## src/rtl/regfile_write_arbiter_pkg.sv

```systemverilog
// Shared types for the register file write arbiter.
// Widths and the buffered MDU write-back record.
package regfile_write_arbiter_pkg;

    localparam int REG_ADDR_W = 5;
    localparam int DATA_W     = 32;
    localparam int NUM_REGS   = 32;

    typedef struct packed {
        logic [REG_ADDR_W-1:0] w;
        logic [DATA_W-1:0]     data;
    } wb_entry_t;

endpackage

```

## src/rtl/regfile_write_arbiter_wb_fifo.sv

```systemverilog
// Small synchronous FIFO of pending MDU write-back entries.
// Pointers wrap modulo DEPTH; head is valid whenever !empty.
module wb_fifo
    import regfile_write_arbiter_pkg::*;
#(
    parameter int DEPTH = 2
) (
    input  logic      clk,
    input  logic      rst_n,
    input  logic      push,
    input  wb_entry_t din,
    input  logic      pop,
    output logic      full,
    output logic      empty,
    output wb_entry_t head
);

    localparam int PW = $clog2(DEPTH);
    localparam logic [PW:0] FULL_CNT = (PW+1)'(DEPTH);

    wb_entry_t     mem [DEPTH];
    logic [PW-1:0] wr_ptr;
    logic [PW-1:0] rd_ptr;
    logic [PW:0]   count;
    logic          do_push;
    logic          do_pop;

    assign full    = count == FULL_CNT;
    assign empty   = count == '0;
    assign head    = mem[rd_ptr];
    assign do_push = push && !full;
    assign do_pop  = pop && !empty;

    always_ff @(posedge clk or negedge rst_n) begin
        if (!rst_n) begin
            wr_ptr <= '0;
            rd_ptr <= '0;
            count  <= '0;
            for (int i = 0; i < DEPTH; i++) begin
                mem[i] <= '0;
            end
        end else begin
            if (do_push) begin
                mem[wr_ptr] <= din;
                wr_ptr      <= wr_ptr + 1'b1;
            end
            if (do_pop) begin
                rd_ptr <= rd_ptr + 1'b1;
            end
            unique case ({do_push, do_pop})
                2'b10:   count <= count + 1'b1;
                2'b01:   count <= count - 1'b1;
                default: count <= count;
            endcase
        end
    end

endmodule

```

## src/rtl/regfile_write_arbiter.sv

```systemverilog
// Merges pipeline and MDU results onto the single RF write port.
// Tracks MDU-owned destinations so decode can stall on them.
module regfile_write_arbiter
    import regfile_write_arbiter_pkg::*;
#(
    parameter int DEPTH = 2
) (
    input  logic                  clk,
    input  logic                  rst_n,
    input  logic                  alu_we,
    input  logic [REG_ADDR_W-1:0] alu_w,
    input  logic [DATA_W-1:0]     alu_data,
    input  logic                  mdu_valid,
    output logic                  mdu_ready,
    input  logic [REG_ADDR_W-1:0] mdu_w,
    input  logic [DATA_W-1:0]     mdu_data,
    input  logic                  issue_valid,
    input  logic [REG_ADDR_W-1:0] issue_w,
    input  logic [REG_ADDR_W-1:0] qa,
    input  logic [REG_ADDR_W-1:0] qb,
    output logic                  pending_a,
    output logic                  pending_b,
    output logic                  pending_any,
    output logic                  rf_we,
    output logic [REG_ADDR_W-1:0] rf_w,
    output logic [DATA_W-1:0]     rf_data
);

    logic                alu_wr;
    logic                commit;
    logic                full;
    logic                empty;
    logic                push;
    wb_entry_t           head;
    wb_entry_t           din;
    logic [NUM_REGS-1:0] sb;
    logic [NUM_REGS-1:0] sb_next;

    // Pipeline writes are gated by reset so the port is quiet while held.
    assign alu_wr    = rst_n && alu_we && alu_w != '0;
    assign commit    = !alu_wr && !empty;
    assign mdu_ready = !full;
    assign push      = mdu_valid && !full && mdu_w != '0;
    assign din       = '{w: mdu_w, data: mdu_data};
    assign rf_we     = alu_wr || commit;

    always_comb begin
        rf_w    = '0;
        rf_data = '0;
        unique case (1'b1)
            alu_wr: begin
                rf_w    = alu_w;
                rf_data = alu_data;
            end
            commit: begin
                rf_w    = head.w;
                rf_data = head.data;
            end
            default: ;
        endcase
    end

    wb_fifo #(.DEPTH(DEPTH)) u_fifo (
        .clk   (clk),
        .rst_n (rst_n),
        .push  (push),
        .din   (din),
        .pop   (commit),
        .full  (full),
        .empty (empty),
        .head  (head)
    );

    // An issue in the same cycle as a commit of that register keeps it set.
    always_comb begin
        sb_next = '0;
        for (int i = 1; i < NUM_REGS; i++) begin
            sb_next[i] = (sb[i] && !(commit && head.w == REG_ADDR_W'(i)))
                       || (issue_valid && issue_w == REG_ADDR_W'(i));
        end
    end

    always_ff @(posedge clk or negedge rst_n) begin
        if (!rst_n) begin
            sb <= '0;
        end else begin
            sb <= sb_next;
        end
    end

    // A same-cycle commit reaches readers through the RF bypass.
    assign pending_a   = qa != '0 && sb[qa] && !(commit && head.w == qa);
    assign pending_b   = qb != '0 && sb[qb] && !(commit && head.w == qb);
    assign pending_any = |sb;

    a_issue_free: assert property (@(posedge clk) disable iff (!rst_n)
        issue_valid && issue_w != '0
        |-> !sb[issue_w] || (commit && head.w == issue_w));

    a_alu_free: assert property (@(posedge clk) disable iff (!rst_n)
        alu_wr |-> !sb[alu_w]);

    a_mdu_hold: assert property (@(posedge clk) disable iff (!rst_n)
        mdu_valid && !mdu_ready
        |=> mdu_valid && $stable(mdu_w) && $stable(mdu_data));

endmodule

```

## config.mk

```make
export PLATFORM = sky130hd
export DESIGN_NAME = regfile_write_arbiter
export DESIGN_NICKNAME = d
export VERILOG_FILES = /design/src/rtl/regfile_write_arbiter_pkg.sv /design/src/rtl/regfile_write_arbiter_wb_fifo.sv /design/src/rtl/regfile_write_arbiter.sv
export SDC_FILE = /design/constraint.sdc
export NUM_CORES = 1
export LEC_CHECK = 0
export CAP_MARGIN = 10
export CORE_UTILIZATION = 54
export DETAILED_ROUTE_END_ITERATION = 8
export GPL_TIMING_DRIVEN = 0
export PLACE_DENSITY = 0.85
export SLEW_MARGIN = 10
export SYNTH_ARGS = -nofsm -noshare
export SYNTH_HDL_FRONTEND = slang
export SYNTH_SLANG_ARGS = --single-unit
```

## constraint.sdc

```tcl
create_clock -name clk -period 3.43 [get_ports clk]
set_input_delay 0.686 -clock clk [delete_from_list [all_inputs] [get_ports clk]]
set_output_delay 0.686 -clock clk [all_outputs]
set_load 0.005 [all_outputs]
```

Yosys cells after proc, flatten, opt, wreduce, memory -nomap -nowiden
Cells that the tools add are included.
{"block": "classes", "mux": 13, "add_sub_neg": 4, "bitwise_logic": 2, "n_mul": 0, "eq_ne": 67, "reduce_logical": 182, "magnitude_cmp": 5, "shifts": 0, "n_div": 0}
{"op": "5-bit equality test, second input constant", "n": 32}
{"op": "37-bit two-way mux", "n": 4}
{"op": "1-bit logical AND", "n": 107}
{"op": "5-bit by 4-bit equality test with 1-bit output, second input constant", "n": 16}
{"op": "74-bit bitwise mux", "n": 1}
{"op": "32-bit one-hot mux with 2 select lines", "n": 1}
{"op": "5-bit by 3-bit equality test with 1-bit output, second input constant", "n": 8}
{"op": "37-bit demux with 1-bit select", "n": 1}
{"op": "1-bit logical NOT", "n": 36}
{"op": "1-bit logical OR", "n": 32}
{"op": "31-bit OR reduction", "n": 1}
{"op": "5-bit by 2-bit equality test with 1-bit output, second input constant", "n": 4}
{"op": "5-bit nonzero test", "n": 4}
{"op": "5-bit by 6-bit < comparator with 1-bit output, second input constant", "n": 2}
{"op": "1-bit binary-select mux with 5-bit select", "n": 2}
{"op": "5-bit by 1-bit equality test with 1-bit output, second input constant", "n": 2}
{"op": "5-bit equality test", "n": 2}
{"op": "5-bit one-hot mux with 2 select lines", "n": 1}
{"op": "2-bit equality test, second input constant", "n": 2}
{"op": "2-bit greater-or-equal comparator, second input constant", "n": 2}
{"op": "1-bit inverter with 2-bit output", "n": 2}
{"op": "2-bit one-hot mux with 2 select lines", "n": 1}
{"op": "1-bit adder, second input constant", "n": 2}
{"op": "2-bit by 1-bit adder with 2-bit output, second input constant", "n": 1}
{"op": "6 further kinds", "n": 7}
{"block": "word_totals", "reg_bits": 109, "memories": 0, "latch_bits": 0, "mem_bits_ro": 0, "wordCells": 281, "ram_bits": 0}

Longest topological paths before layout
Gate-level depths: netlist of the first run.
{"block": "depth", "ltp_word": 9, "depth_mapped": 10}

Cells and area by module
Synthesis of the first run repeated with hierarchy kept, for this count alone.
{"block": "unflattened", "cells_unflattened": 486, "area_unflattened_um2": 6221.0}
{"module": "wb_fifo", "seq_area_each_um2": 1951.9, "cells_per_inst": 215, "area_each_um2": 3597.2, "instances": 1}
{"module": "regfile_write_arbiter", "seq_area_each_um2": 775.7, "cells_per_inst": 271, "area_each_um2": 2623.8, "instances": 1}

Worst setup path after synthesis of the first run
OpenSTA, ideal clock, no wires.
{"block": "synth_path", "path_type": "in2out", "start": "input alu_w[1]", "end": "output pending_a", "cell_stages": 6, "arrival_time_ns": 2.081, "setup_slack_ns": 0.663, "path_cell_list": "or4_4 > o21ai_4 > o21ai_2 > buf_6 > nor4_2 > a31oi_1"}
{"block": "synth_between", "elab_chain_len": 7}
{"item": "start, declared", "line": "regfile_write_arbiter.sv:11", "text": "input logic [REG_ADDR_W-1:0] alu_w,"}
{"item": "5-bit nonzero test", "line": "regfile_write_arbiter.sv:40", "text": "assign alu_wr = rst_n && alu_we && alu_w != '0;"}
{"item": "1-bit logical AND", "line": "regfile_write_arbiter.sv:40"}
{"item": "1-bit logical NOT", "line": "regfile_write_arbiter.sv:41", "text": "assign commit = !alu_wr && !empty;"}
{"item": "1-bit logical AND", "line": "regfile_write_arbiter.sv:41"}
{"item": "1-bit logical AND", "line": "regfile_write_arbiter.sv:92", "text": "assign pending_a = qa != '0 && sb[qa] && !(commit && head.w == qa);"}
{"item": "1-bit logical NOT", "line": "regfile_write_arbiter.sv:92"}
{"item": "1-bit logical AND", "line": "regfile_write_arbiter.sv:92"}
{"item": "end, declared", "line": "regfile_write_arbiter.sv:21", "text": "output logic pending_a,"}
Every way passes these cells.

Worst setup path in the final report of the first run
{"block": "layout_path", "start": "input alu_w[4]", "end": "output rf_data[30]"}
{"block": "layout_between", "elab_chain_len": 5}
{"item": "5-bit nonzero test (*)", "line": "regfile_write_arbiter.sv:40"}
{"item": "1-bit logical AND (*)", "line": "regfile_write_arbiter.sv:40"}
{"item": "1-bit logical NOT", "line": "regfile_write_arbiter.sv:41"}
{"item": "1-bit logical AND", "line": "regfile_write_arbiter.sv:41"}
{"item": "32-bit one-hot mux with 2 select lines (*)", "line": "regfile_write_arbiter.sv:50", "text": "unique case (1'b1)"}
{"item": "end, declared", "line": "regfile_write_arbiter.sv:26", "text": "output logic [DATA_W-1:0] rf_data"}
Mark *: on every way between the ends. The rest lies on a longest branch, timed or not.

==> flow_metrics.tcl, run 1 <==
set metrics [dict create \
    status "completed" \
    globalRouteTotalUtil_pct 29.8 \
    powerDensity_mw_per_mm2 824 \
    ir_drop_v 0.000426 \
    grt_max_degree 46 \
    wl_per_cell_um 19.8 \
    yosys_warnings 0 \
    clockPowerShare_pct 11.7 \
    die_w_um 106 \
    intPower_w 0.00390 \
    tightest_slew_ns 0.813 \
    clkSinkCount 109 \
    dp_hpwl_um 11500 \
    switching_share_pct 38.4 \
    crit_arrival_ns 2.67 \
    syn_area_mm2 0.00583 \
    criticalPathCategory "in -> out" \
    synth_edf_count 0 \
    power_frac_seq_pct 38.2 \
    postSynth.topFlopCell "dfrtp_1" \
    path_clk_slew_ns 0.09 \
    nets 769 \
    min_period_over_period_pct 97.8 \
    power_leakage_nw 3.29 \
    synth-async-reset-ratio_pct 100 \
    core_mm2 0.0104 \
    setup_tns_ns 0 \
    fmaxAchievable_ghz 0.298 \
    syn_to_final_growth_pct 31.9 \
    grt_pass1_vias 5018 \
    initial_core_util_pct 56.0 \
    synth_commonest_cells "dfrtp_1 (109), o21ai_0 (93), mux2_2 (74)" \
    vias_per_cell 5.99 \
    htreeDepth 3 \
    grt_pass1_wl_um 25500 \
    cp_max_fo 7 \
    syn_inst 516 \
    clkLatencyLatePin_ns 0.38 \
    drt_first_iter_violations 439 \
    antenna_left 0 \
    drv_slew 0 \
    drtPass1Iterations 5 \
    endpoint_kind "output port" \
    yosysTopAreaCellShare_pct 46.8 \
    holdCritPathClass "in -> async" \
    crit_path_start "alu_w[4]" \
    vias 4879 \
    ios 136 \
    drcViolationCount 0 \
    drive_gt1_share_pct 23.0 \
    yosysSeqAreaShare_pct 46.8 \
    pwr-share-comb_pct 50.1 \
    place_area_mm2 0.00734 \
    worstSetupStartpointType "input pin" \
    dieArea_mm2 0.0112 \
    ys_ff_latch 109 \
    clock_skew_ns 0.00952 \
    final_design_area_no_fill_mm2 0.00770 \
    antenna_found_initial 0 \
    setup_violations 0 \
    postSynthAreaPerCell_um2 11.3 \
    cts_root_buffer "clkbuf_8" \
    io_buffer_count 131 \
    cts_tree "yes" \
    hold_viol_final 0 \
    switchingPower_w 0.00244 \
    slew_headroom_pct 45.8 \
    cts_hold_buf 0 \
    diodes 0 \
    power_w 0.00634 \
    synthDistinctLibCells 48 \
    worst-endpoint-required_ns 2.74 \
    syn_nets 611 \
    synthTopCellsByArea "dfrtp_1 (47%), mux2_2 (14%), o21ai_0 (8.0%)" \
    fin_util_pct 73.9 \
    rsz0062_at_grt "no" \
    numCtsBuffers 9 \
    die_h_um 106 \
    reg2reg_from "u_fifo.rd_ptr$_DFFE_PN0P_" \
    grt_remaining_overflow 0 \
    place_congestion 0.910 \
    maxCapViolations 0 \
    cts_buffer_depth 2 \
    yosys.area.top_type "dfrtp_1" \
    drt-total-wl_um 16100 \
    post-synth-top-count-cell "dfrtp_1" \
    fin_crit_ns 3.35 \
    placementRows 37 \
]
[worst max-delay path, cell delays in order]
cell             delay, ns
clkdlybuf4s50_1       0.42
or4_4                 0.45
o21ai_4               0.20
o21ai_4               0.12
buf_6                 0.13
clkbuf_8              0.15
buf_4                 0.15
o21ai_1               0.13
clkdlybuf4s15_2       0.22
[cell families (layout without fill, tap and decap cells)]
family / after synthesis / in the layout / share of synthesized area, %
xor gates and xnor gates: 14 / 14 / 2.10
DFF: 109 / 109 / 46.8
adders and majority gates: 1 / 1 / 0.214
muxes: 132 / 132 / 27.0
AOI/OAI and AO/OA: 117 / 117 / 11.0
buffers and inverters: 32 / 194 / 3.22
and+or+nand+nor: 111 / 111 / 9.71
[power by group through the flow]
stage,logic [W],clock network [W],registers [W]
5_1_grt,0.00343,0.000794,0.00249
4_1_cts,0.00311,0.000749,0.00239
6_report,0.00318,0.000740,0.00242
2_1_floorplan,0.00198,0,0.00225
3_3_place_gp,0.00303,0,0.00235
3_5_place_dp,0.00314,0,0.00241
[layer usage]
| metal | global-route usage (%) | vias up | part of all wire, % |
|---|---|---|---|
| li1 | - | 2203 | - |
| met2 | 47.6 | 198 | 48 |
| met3 | 6.32 | 36 | 6.3 |
| met1 | 40.3 | 2442 | 43 |
| met4 | 10.8 | 0 | 2.7 |
| met5 | 0 | - | 0 |
[sequential cells by signal, indices dropped and copies added, names as in the netlist]
name and flops:
u_fifo.mem 74, sb 31, u_fifo.rd_ptr 1, u_fifo.count 2
u_fifo.wr_ptr 1
[per-stage QoR]
stage / cells / hold slack (ns) / setup WS [ns]
2_1_floorplan: 516 / 0.390 / 0.663
3_3_place_gp: 783 / 0.473 / -3.93
3_5_place_dp: 784 / 0.481 / -0.694
4_1_cts: 808 / 0.151 / -0.0999
5_1_grt: 814 / 0.148 / 0.0319
6_report: 814 / 0.152 / 0.0755
[timing repair]
action	in CTS	in global routing
resized for setup	88	9
endpoints found under the setup margin	39	12
cloned	2	0
setup buffers	8	6
pin swaps	5	3
[cell usage in the layout (no fill, tap or decap), types with 3 or more instances in the layout]
master / synthesis / layout
nand3_1: 16 / 16
dlygate4sd2_1: 0 / 33
nor4_1: 8 / 7
buf_4: 1 / 15
buf_6: 5 / 8
mux2i_1: 40 / 39
buf_2: 3 / 5
inv_1: 6 / 6
dfrtp_1: 109 / 109
or2_2: 3 / 3
nand2b_1: 7 / 7
clkbuf_8: 0 / 13
clkbuf_2: 0 / 4
nand2_1: 48 / 48
nor2_1: 8 / 8
mux4_2: 12 / 12
mux2_1: 5 / 5
nor2b_1: 3 / 3
a22oi_1: 4 / 4
clkdlybuf4s50_1: 0 / 87
mux2_2: 74 / 74
o21ai_1: 6 / 16
dlymetal6s2s_1: 0 / 3
o21ai_0: 93 / 82
clkbuf_1: 14 / 7
xnor2_1: 13 / 13
[path summary, 6_finish.rpt]
check | to | slack, ns | depth (start not counted)
min in group clk | u_fifo.mem[61]$_DFFE_PN0P_ | 0.51 | 1
worst min-delay path | sb[17]$_DFF_PN0_ | 0.15 | 1
worst min register to register | u_fifo.mem[61]$_DFFE_PN0P_ | 0.51 | 1
max in group asynchronous | sb[14]$_DFF_PN0_ | 2.68 | 2
worst max register to register | sb[6]$_DFF_PN0_ | 1.14 | 6
worst max-delay path | rf_data[30] | 0.08 | 9
[layout make-up]
type / instances / area, um2
Clock buffer: 10 / 138
Inverter: 6 / 22.5
Buffer: 25 / 208
Clock inverter: 5 / 41.3
Sequential cell: 109 / 2730
Timing Repair Buffer: 148 / 1440
Tap cell: 136 / 170
Fill cell: 747 / 2720
Multi-Input combinational cell: 375 / 2950
Note: power is estimated with default switching activity, not from simulation.
==> run 2: changes to the inputs <==
- SLEW_MARGIN: 10 -> 20
==> results of run 2 <==
Final layout, timing and power as in run 1 (identical DEF).
==> run 3: changes to the inputs <==
- CORE_UTILIZATION: 54 -> 34
- PLACE_DENSITY: 0.85 -> unset
- SKIP_CTS_REPAIR_TIMING: unset -> 1
==> flow_metrics.tcl, run 3 (synthesis results as in run 1) <==
set metrics [dict create \
    initial_core_util_pct 35.1 \
    rsz0062_at_grt "yes" \
    min_period_over_period_pct 99.3 \
    drive_gt1_share_pct 22.0 \
    top_regs "u_fifo.mem x74, sb x31, u_fifo.count x2" \
    dp.cells 868 \
    worst-endpoint-required_ns 2.74 \
    die_h_um 133 \
    drtPass1Iterations 5 \
    tightest_slew_ns 0.925 \
    drt-total-wl_um 16400 \
    drcViolationCount 0 \
    hold_ws_ns 0.176 \
    antenna_left 0 \
    cp_max_fo 10 \
    powerDensity_mw_per_mm2 830 \
    layout_commonest_cell "dfrtp_1" \
    largest_reg_flops 74 \
    clkLatencyLatePin_ns 0.34 \
    power_leakage_nw 3.61 \
    top_register "u_fifo.mem" \
    dp_hpwl_um 12100 \
    rr_worst_depth 6 \
    fin_crit_ns 3.41 \
    htreeDepth 3 \
    ir_drop_v 0.000348 \
    path_clk_slew_ns 0.07 \
    grt_max_degree 67 \
    maxCapViolations 0 \
    cts_tree "yes" \
    finalWorstSetupSlack_ns 0.0247 \
    syn_to_final_growth_pct 37.8 \
    r2r-end "sb[5]$_DFF_PN0_" \
    finalNonFillerCells 896 \
    cts_buffer_depth 2 \
    final_cell_mix "dfrtp_1 (109), clkdlybuf4s50_1 (96), o21ai_0 (77), mux2_2 (74), nand2_1 (48)" \
    power_w 0.00667 \
    diodes 0 \
    status "completed" \
    worstSetupStartpointType "input pin" \
    vias_per_cell 5.30 \
    place_congestion 0.912 \
    crit_arrival_ns 2.72 \
    grt_remaining_overflow 0 \
    vias 4748 \
    ios 136 \
    clkSinkCount 109 \
    numCtsBuffers 9 \
    die_w_um 133 \
    slew_headroom_pct 36.6 \
    antenna_found_initial 0 \
    endpoint_kind "output port" \
    setup_violations 0 \
    cts_root_buffer "clkbuf_16" \
    drv_slew 0 \
    dieArea_mm2 0.0177 \
    clock_skew_ns 0.00612 \
    core_mm2 0.0166 \
    hold_viol_final 0 \
    globalRouteTotalUtil_pct 18.7 \
    grt_pass1_vias 4876 \
    placementRows 47 \
    grt_pass1_wl_um 25600 \
    wl_per_cell_um 18.3 \
    r2r_slack_ns 0.93 \
    place_ws_ns -1.06 \
    io_buffer_count 131 \
    criticalPathCategory "in -> out" \
    fmaxAchievable_ghz 0.294 \
    drt_first_iter_violations 180 \
    reg2reg_from "u_fifo.rd_ptr$_DFFE_PN0P_" \
    holdCritPathClass "in -> async" \
    nets 766 \
]
run 3: worst max-delay path: stages:
cell	delay, ns
dlymetal6s2s_1	0.13
or4_4	0.57
o21ai_4	0.29
o21ai_4	0.15
buf_6	0.17
o21ai_0	0.18
clkdlybuf4s50_1	0.53
run 3: worst max path at each step:
stage / slack (ns) / depth (start not counted) / end / from
final: 0.02 / 7 / rf_data[10] / alu_w[4]
after detailed placement: -1.06 / 9 / rf_data[7] / rst_n
after global placement: -4.43 / 8 / rf_data[7] / rst_n
after floorplan: 0.66 / 6 / pending_a / alu_w[1]
after CTS: -1.08 / 9 / rf_data[7] / rst_n
after global routing: -0.03 / 7 / rf_data[10] / alu_w[4]
run 3: power by group:
part,total (W),leakage (nW),switching [W],internal (W)
Clock,0.00104,0.149,0.000452,0.000585
Sequential,0.00240,1.30,0.000460,0.00194
Combinational,0.00324,2.16,0.00146,0.00178
Total,0.00667,3.61,0.00237,0.00431
run 3: layer usage:
| layer | GRT usage (%) | wire length [um] | up-vias |
|---|---|---|---|
| met4 | 7.34 | 317 | 0 |
| met2 | 30.9 | 7990 | 175 |
| met5 | 0 | 0 | - |
| li1 | - | - | 2201 |
| met1 | 23.6 | 6950 | 2349 |
| met3 | 4.25 | 1180 | 23 |
run 3: stage by stage:
stage	util (%)	area, um2	TNS (ns)
finish	48.3	8040	0
global route	48.3	8040	-0.0714
CTS	46.5	7740	-36.02
detailed placement	44.7	7440	-35.84
global placement	44.6	7420	-523.55
floorplan	-	5830	0
run 3: cell type report:
| type | instances | area, um2 |
|---|---|---|
| Fill cell | 1493 | 8600 |
| Buffer | 25 | 205 |
| Sequential cell | 109 | 2730 |
| Clock buffer | 10 | 239 |
| Tap cell | 220 | 275 |
| Inverter | 6 | 22.5 |
| Multi-Input combinational cell | 375 | 2950 |
| Timing Repair Buffer | 145 | 1560 |
| Clock inverter | 6 | 61.3 |
